`config.mk`:
```
export PLATFORM = sky130hd
export DESIGN_NAME = clause_bram_ctrl
export DESIGN_NICKNAME = d
export VERILOG_FILES = /design/src/rtl/clause_ctrl_pkg.sv /design/src/rtl/clause_rd_skid.sv /design/src/rtl/clause_bram_ctrl.sv
export SDC_FILE = /design/constraint.sdc
export NUM_CORES = 1
export LEC_CHECK = 0
export BUFFER_PORTS_ARGS = -buffer_cell sky130_fd_sc_hd__clkbuf_2
export CORE_AREA = 2 2 420 422
export DETAILED_ROUTE_END_ITERATION = 8
export DIE_AREA = 0 0 422 424
export PLACE_DENSITY = 0.44
export SLEW_MARGIN = 5
export SYNTH_ARGS = -nofsm -noshare
export SYNTH_HDL_FRONTEND = slang
export SYNTH_SLANG_ARGS = --single-unit
```
`constraint.sdc`:
```
create_clock -name clka -period 47.6 [get_ports clka]
set_input_delay 2.38 -clock clka [delete_from_list [all_inputs] [get_ports clka]]
set_output_delay 2.38 -clock clka [all_outputs]
set_load 0.02 [all_outputs]
```
`src/rtl/clause_ctrl_pkg.sv`:
```
// clause_ctrl_pkg: shared controller state encoding and read-FIFO depth
// Contents: state_t (IDLE/LOAD/READ/FIN), FIFO_DEPTH (rows the read skid can hold)
package clause_ctrl_pkg;
    typedef enum logic [1:0] {IDLE, LOAD, READ, FIN} state_t;
    localparam int FIFO_DEPTH = 2;
endpackage

```
`src/rtl/clause_rd_skid.sv`:
```
// clause_rd_skid: 2-entry read-side FIFO with fall-through when empty
// Ports: clka/reset; in_valid/in_ready/in_data/in_last (from BRAM return);
//        out_valid/out_ready/out_data/out_last (read stream); occ = stored rows
module clause_rd_skid
    import clause_ctrl_pkg::*;
#(
    parameter int DATA_WIDTH = 256
) (
    input  logic                  clka,
    input  logic                  reset,
    input  logic                  in_valid,
    input  logic                  in_last,
    input  logic [DATA_WIDTH-1:0] in_data,
    output logic                  in_ready,
    output logic                  out_valid,
    output logic                  out_last,
    output logic [DATA_WIDTH-1:0] out_data,
    input  logic                  out_ready,
    output logic [1:0]            occ
);
    logic [DATA_WIDTH:0] mem [FIFO_DEPTH];
    logic                rp, wp, push, pop, store, take;
    logic [1:0]          cnt;

    // an arriving row bypasses storage when the FIFO is empty and is taken at once
    always_comb begin
        occ       = cnt;
        in_ready  = cnt < 2'(FIFO_DEPTH);
        out_valid = cnt != 2'd0 || in_valid;
        {out_last, out_data} = cnt != 2'd0 ? mem[rp] : in_valid ? {in_last, in_data} : '0;
        push      = in_valid && in_ready;
        pop       = out_valid && out_ready;
        store     = push && !(cnt == 2'd0 && pop);
        take      = pop && cnt != 2'd0;
    end

    always_ff @(posedge clka or posedge reset) begin
        if (reset) begin
            mem <= '{default: '0};
            rp  <= 1'b0;
            wp  <= 1'b0;
            cnt <= 2'd0;
        end else begin
            if (store) begin
                mem[wp] <= {in_last, in_data};
                wp      <= ~wp;
            end
            if (take) rp <= ~rp;
            cnt <= cnt + 2'(store) - 2'(take);
        end
    end
endmodule

```
`src/rtl/clause_bram_ctrl.sv`:
```
// clause_bram_ctrl: load/read pass controller for the clause dual-port BRAM
// Ports: clka/reset; cfg_num_rows, load_start, rd_start (pass control);
//        ld_valid/ld_ready/ld_data (load stream); out_valid/out_ready/out_data/out_last
//        (read stream); busy, done; ram_ena/wea/addra/dina (write port),
//        ram_enb/addrb/doutb (read port, one-cycle read latency)
module clause_bram_ctrl
    import clause_ctrl_pkg::*;
#(
    parameter int ADDR_WIDTH = 10,
    parameter int DATA_WIDTH = 256
) (
    input  logic                  clka,
    input  logic                  reset,
    input  logic [ADDR_WIDTH:0]   cfg_num_rows,
    input  logic                  load_start,
    input  logic                  rd_start,
    input  logic                  ld_valid,
    input  logic [DATA_WIDTH-1:0] ld_data,
    output logic                  ld_ready,
    output logic                  out_valid,
    output logic [DATA_WIDTH-1:0] out_data,
    output logic                  out_last,
    input  logic                  out_ready,
    output logic                  busy,
    output logic                  done,
    output logic                  ram_ena,
    output logic                  ram_wea,
    output logic [ADDR_WIDTH-1:0] ram_addra,
    output logic [DATA_WIDTH-1:0] ram_dina,
    output logic                  ram_enb,
    output logic [ADDR_WIDTH-1:0] ram_addrb,
    input  logic [DATA_WIDTH-1:0] ram_doutb
);
    state_t              state;
    logic [ADDR_WIDTH:0] n, cnt, cnt_inc;
    logic                inflight, inflight_last, acc, issue, fin_rd, skid_ready;
    logic [1:0]          occ;

    // reads are issued only while stored plus in-flight rows leave room in the skid
    always_comb begin
        cnt_inc   = cnt + (ADDR_WIDTH+1)'(1);
        ld_ready  = state == LOAD;
        acc       = ld_ready && ld_valid;
        ram_ena   = acc;
        ram_wea   = acc;
        ram_addra = acc ? cnt[ADDR_WIDTH-1:0] : '0;
        ram_dina  = acc ? ld_data : '0;
        issue     = state == READ && skid_ready && cnt < n &&
                    ({1'b0, occ} + {2'b0, inflight}) < 3'(FIFO_DEPTH);
        ram_enb   = issue;
        ram_addrb = issue ? cnt[ADDR_WIDTH-1:0] : '0;
        fin_rd    = out_valid && out_ready && out_last;
        busy      = state != IDLE;
        done      = state == FIN;
    end

    always_ff @(posedge clka or posedge reset) begin
        if (reset) begin
            state         <= IDLE;
            n             <= '0;
            cnt           <= '0;
            inflight      <= 1'b0;
            inflight_last <= 1'b0;
        end else begin
            inflight      <= issue;
            inflight_last <= issue && cnt_inc == n;
            case (state)
                IDLE: if (load_start || rd_start) begin
                    n     <= cfg_num_rows;
                    cnt   <= '0;
                    state <= cfg_num_rows == '0 ? FIN : load_start ? LOAD : READ;
                end
                LOAD: if (acc) begin
                    cnt <= cnt_inc;
                    if (cnt_inc == n) state <= FIN;
                end
                READ: begin
                    if (issue) cnt <= cnt_inc;
                    if (fin_rd) state <= FIN;
                end
                FIN: state <= IDLE;
            endcase
        end
    end

    clause_rd_skid #(.DATA_WIDTH(DATA_WIDTH)) u_skid (
        .clka      (clka),
        .reset     (reset),
        .in_valid  (inflight),
        .in_last   (inflight_last),
        .in_data   (ram_doutb),
        .in_ready  (skid_ready),
        .out_valid (out_valid),
        .out_last  (out_last),
        .out_data  (out_data),
        .out_ready (out_ready),
        .occ       (occ)
    );
endmodule
```
== Word-level counts from Yosys, hierarchy flattened ==
Cells that the tools add are included.

* Register bits after elaboration: 544
* Input bits: 529
* Output and inout port bits: 540

* Eq/ne operators: 9
* Reductions and logical operators: 24
* Bitwise operators: 4
* Add/subtract/negate cells: 4
* $lt $le $gt $ge: 6
* Multiplexer cells: 22

{| class="wikitable"
|+ Operators by type and width
! operator !! count
|-
| 257-bit two-way mux || 6
|-
| 514-bit bitwise mux || 1
|-
| 257-bit demux with 1-bit select || 1
|-
| 256-bit two-way mux || 1
|-
| 11-bit two-way mux || 3
|-
| 11-bit one-hot mux with 3 select lines || 1
|-
| 10-bit two-way mux || 2
|-
| 1-bit logical AND || 12
|-
| 2-bit two-way mux || 6
|-
| 11-bit by 1-bit adder with 11-bit output, second input constant || 1
|-
| 11-bit equality test || 1
|-
| 11-bit zero test || 1
|-
| 11-bit < comparator || 1
|-
| 2-bit one-hot mux with 4 select lines || 1
|-
| 4-bit AND reduction || 2
|-
| 2-bit inequality test, second input constant || 3
|-
| 2-bit equality test, second input constant || 2
|-
| 2-bit greater-or-equal comparator, second input constant || 2
|-
| 2-bit zero test || 2
|-
| 2-bit by 1-bit inequality test with 1-bit output, second input constant || 2
|-
| 1-bit NOT with 2-bit output || 2
|-
| 2-bit nonzero test || 2
|-
| 2-bit by 1-bit adder with 3-bit output || 1
|-
| 3-bit by 2-bit < comparator with 1-bit output, second input constant || 1
|-
| 10 further kinds || 12
|}

== Logic depth before layout (Yosys ltp) ==
* Depth after elaboration: 8
* Gate-level depth with buffers: 10
* Depth with buffers taken out: 8

== Modules after synthesis ==
Synthesis repeated with hierarchy kept, for this count alone.

* Cells, all modules: 2544
* Area, all modules: 28848.9 µm²

{| class="wikitable"
|+ By module, submodules not included
! module !! area each (µm²) !! times used !! cells an instance
|-
| clause_rd_skid || 24876.4 || 1 || 1991
|-
| clause_bram_ctrl || 3972.6 || 1 || 553
|}

== Worst setup path before layout ==
OpenSTA, ideal clock, no wires.

* Path type: input to output
* From: input port ld_valid
* To: output port ram_wea
* Setup slack: 41790 ps
* Stages: 5
* Arrival time: 3430 ps
* Cell sequence: buf_2 clkbuf_1 clkbuf_1 and2_1 buf_4

* Word-level cells in the longest chain between the ends: 1

{| class="wikitable"
|+ RTL lines
! element !! RTL line !! text
|-
| start, declared || clause_bram_ctrl.sv:17 || <nowiki>input logic ld_valid,</nowiki>
|-
| 1-bit logical AND || clause_bram_ctrl.sv:43 || <nowiki>acc = ld_ready && ld_valid;</nowiki>
|-
| end, declared || clause_bram_ctrl.sv:27 || <nowiki>output logic ram_wea,</nowiki>
|}

Every way passes these cells.

== Worst setup path after layout ==
* From: register u_skid.rp
* To: output port out_data[69]

* Word-level cells in the longest chain between the ends: 5

{| class="wikitable"
|+ RTL lines
! element !! RTL line !! text
|-
| start, declared || clause_rd_skid.sv:22 || <nowiki>logic rp, wp, push, pop, store, take;</nowiki>
|-
| start signal, assigned || clause_rd_skid.sv:48 || <nowiki>if (take) rp <= ~rp;</nowiki>
|-
| 1-bit NOT with 2-bit output (not written as such) || clause_rd_skid.sv:30 || <nowiki>{out_last, out_data} = cnt != 2'd0 ? mem[rp] : in_valid ? {in_last, in_data} : '0;</nowiki>
|-
| 257-bit two-way mux (not written as such) (3 in a row) || clause_rd_skid.sv:30 ||
|-
| 257-bit two-way mux || clause_rd_skid.sv:30 ||
|-
| end, declared || clause_bram_ctrl.sv:21 || <nowiki>output logic [DATA_WIDTH-1:0] out_data,</nowiki>
|}

Every way passes these cells. The select of a mux whose other input is x is not followed.

==> summary.txt <==
Status
  – Status: complete, no violations

STA
  – Worst clock skew: 0.0337 ns
  – Tcrit/Tclk final: between 10% and 20%
  – Hold Fails Final Rpt: 0
  – Period minus WS final: around 7.3 ns
  – Fmax achieved: between 100 and 150 MHz
  – Setup-failing EPs final: 0
  – Slew headroom: roughly 26%
  – Final WS setup: 40.30 ns
  – Slew @ Worst Pin: 1.12 ns
  – Unrepaired setup endpoints after global routing: false
  – Final slew viol count: 0
  – Final hold slack: between 0.4 and 0.5 ns
  – Setup TNS: 0 ns

Power
  – Sequential Power Share: around 29%
  – P_int: approximately 1.6 mW
  – Worst VDD drop: roughly 0.037 mV
  – Net switching power: 1.28 mW
  – P per Cell Area: around 73 mW/mm^2
  – LEAKAGE: around 19 nW
  – Clock Power Share: around a fifth
  – Combinational power share: between 50% and 60%
  – Sw frac: 45.2%

Global routing
  – GRT Overall Usage: around 16%
  – Initial antenna violation count: 78
  – Global-route wire length before repair: between 200 and 250 mm
  – Largest net degree at the start of global routing: around 160
  – Gr ovfl total: 0
  – Vias in the first global route: around 25000

Yosys
  – Largest cells by area after synthesis: dfrtp_1 (47%), mux2_2 (20%), mux2i_1 (9.0%)
  – Number of synthesized register bits: roughly 540
  – Share of synthesized registers carrying an async set or reset: 100%
  – Largest area contributor in the netlist: dfrtp_1
  – Mapped Avg Cell Area: ~11 sq um
  – Cells after Synth: 2548
  – EDFF count, synth: 0
  – Commonest cells post-synth: dfrtp_1 (544), mux2_2 (506), and3_1 (269), nand3_1 (265), mux2i_1 (260)
  – Top-count cell post-synth: dfrtp_1
  – Post-Syn Area: about 0.029 sq mm
  – Post-synthesis sequential area ratio: 47.2%
  – Predominant post-synthesis flop cell: dfrtp_1
  – Library cells used by synthesis: 57
  – Synth Net Count: 3095
  – Share of the synthesized area in the top cell type: 47.2%
  – Ys Warns: 0

CTS
  – Postcts setup bufs: 0
  – Total CTS buffers: 71
  – CTS tree: yes
  – Hold buffer count at cts: 0
  – Clk Latency, worst-skew pair: around 0.67 ns
  – Clock root cell: clkbuf_16
  – Reg clk slew, reported paths: about 0.050 ns
  – Max clock buf depth: 3
  – Clock Sink Count: roughly 540
  – H-tree depth: 3
  – Resized cells post-CTS: 0

Cells and area
  – Layout cells sized above 1: 49.4%
  – Register area: ~0.014 sq mm
  – Final Net Count: between 4000 and 5000
  – Fill cell count: between 15000 and 20000
  – Finished Core Util: between 20% and 30%
  – P&R area growth vs syn: 34.7%
  – Area of the multi-input gates: 0.0141 sq mm

Detailed routing
  – Drt total wl: approximately 150 mm
  – Routed via count: approximately 25000
  – DRC: 0
  – Initial DRC count: about 1300
  – WL/cell: 24.8 um
  – Drt via density: about 4.2
  – Post-route ant nets: 0
  – Router iterations before antenna repair: 5

Worst setup path
  – CP Class: flip-flop to output pin
  – FF-to-FF path depth: 6
  – Arrival @ worst endpoint: slightly below 5 ns
  – Crit Path Max Fanout: 40
  – Required time of the worst setup path: between 40 and 50 ns
  – R2R Path Start: inflight
  – Setup crit start: u_skid.rp
  – Crit end category: output pin
  – Startpoint Class: flip-flop
  – Crit path capture: out_data[69]
  – Reg-to-Reg End: u_skid.mem[369]
  – R2r setup slk: between 40 and 50 ns

Die
  – Row Count: around 150
  – CORE AREA: between 0.15 and 0.2 sq mm
  – Die W: roughly 420 um
  – Chip Height: approximately 420 um
  – Die area: about 0.18 sq mm
  – Starting density of the core: 16.5%
  – Boundary Pins: between 1000 and 1500

Flow run
  – Max-cap violations: 0

Min path
  – Worst min-delay path class: flip-flop to flip-flop

Placed design
  – PortBufs: ~1100
  – Placement Setup Slack: between 40 and 50 ns
  – Hpwl dp: roughly 120 mm
  – Gp weighted congestion: slightly above 1
-- critical path, cell delays in order, from the launching register on --
cell and delay, ns:
dfrtp_4 0.82, buf_4 0.76, buf_4 0.60, buf_4 0.66
mux2i_1 0.17, o21ai_0 0.77, clkbuf_2 0.32
-- final cells by class --
type	count	area share, %
Tap cell	2340	7.53
Clock inverter	24	0.799
Inverter	20	0.213
Clock buffer	105	5.34
Antenna cell	37	0.238
Timing Repair Buffer	1107	14.6
Multi-Input combinational cell	1735	36.2
Sequential cell	544	35.1
-- through the flow --
| stage | cell area, sq um | std cells | power [mW] |
|---|---|---|---|
| floorplan | 28900 | 2548 | 1.76 |
| global placement | 36400 | 5746 | 2.30 |
| detailed placement | 36400 | 5746 | 2.32 |
| CTS | 38800 | 5875 | 2.88 |
| global route | 38800 | 5904 | 3.01 |
| finish | 38900 | 5912 | 2.83 |
-- layer usage --
layer	vias up	part of all wire [%]	wire [um]	track usage, %
li1	11200	-	-	-
met1	12300	36	52300	16.5
met3	281	7.5	11000	5.35
met4	74	4.4	6400	7.59
met2	777	52	76700	28.5
met5	-	0.33	484	0
-- cells by family after synthesis --
| family | share of synthesized area [%] |
|---|---|
| xor+xnor | 0.455 |
| compound gates | 5.80 |
| flops | 47.2 |
| simple gates | 12.1 |
| buf+inv | 4.15 |
| fa+ha+maj | 0.780 |
| mux | 29.6 |
-- worst min path at each step --
stage	slack [ns]	cells after the start	end	startpoint
finish	0.48	1	u_skid.mem[388]	u_skid.mem[388]
CTS	0.49	1	u_skid.mem[388]	u_skid.mem[388]
floorplan	0.46	1	u_skid.mem[381]	u_skid.mem[381]
global placement	0.47	1	u_skid.mem[384]	u_skid.mem[384]
detailed placement	0.47	1	u_skid.mem[385]	u_skid.mem[385]
global route	0.50	1	u_skid.mem[394]	u_skid.mem[394]
-- registers in the layout, summed over array words and instances (netlist names) --
signal / cells
u_skid.mem: 514
cnt: 11
n: 11
state: 2
u_skid.occ: 2
inflight: 1
inflight_last: 1
u_skid.rp: 1
u_skid.wp: 1
-- layout by cell type (no fill, tap or decap), drive strengths merged, types with 15 or more instances in the layout --
cell type     n
and3        269
buf          40
clkbuf     1172
clkinv       17
dfrtp       544
diode        37
ha           18
inv          23
mux2        526
mux2i       260
nand2        15
nand3       266
o21ai       260
-- power by group through the flow --
stage,clock network [mW],logic (mW),registers [mW]
2_1_floorplan,0,0.984,0.779
3_5_place_dp,0,1.49,0.830
6_report,0.548,1.46,0.823
4_1_cts,0.570,1.49,0.822
3_3_place_gp,0,1.48,0.822
5_1_grt,0.589,1.56,0.853
No activity file was read; power rests on OpenSTA's default activity.
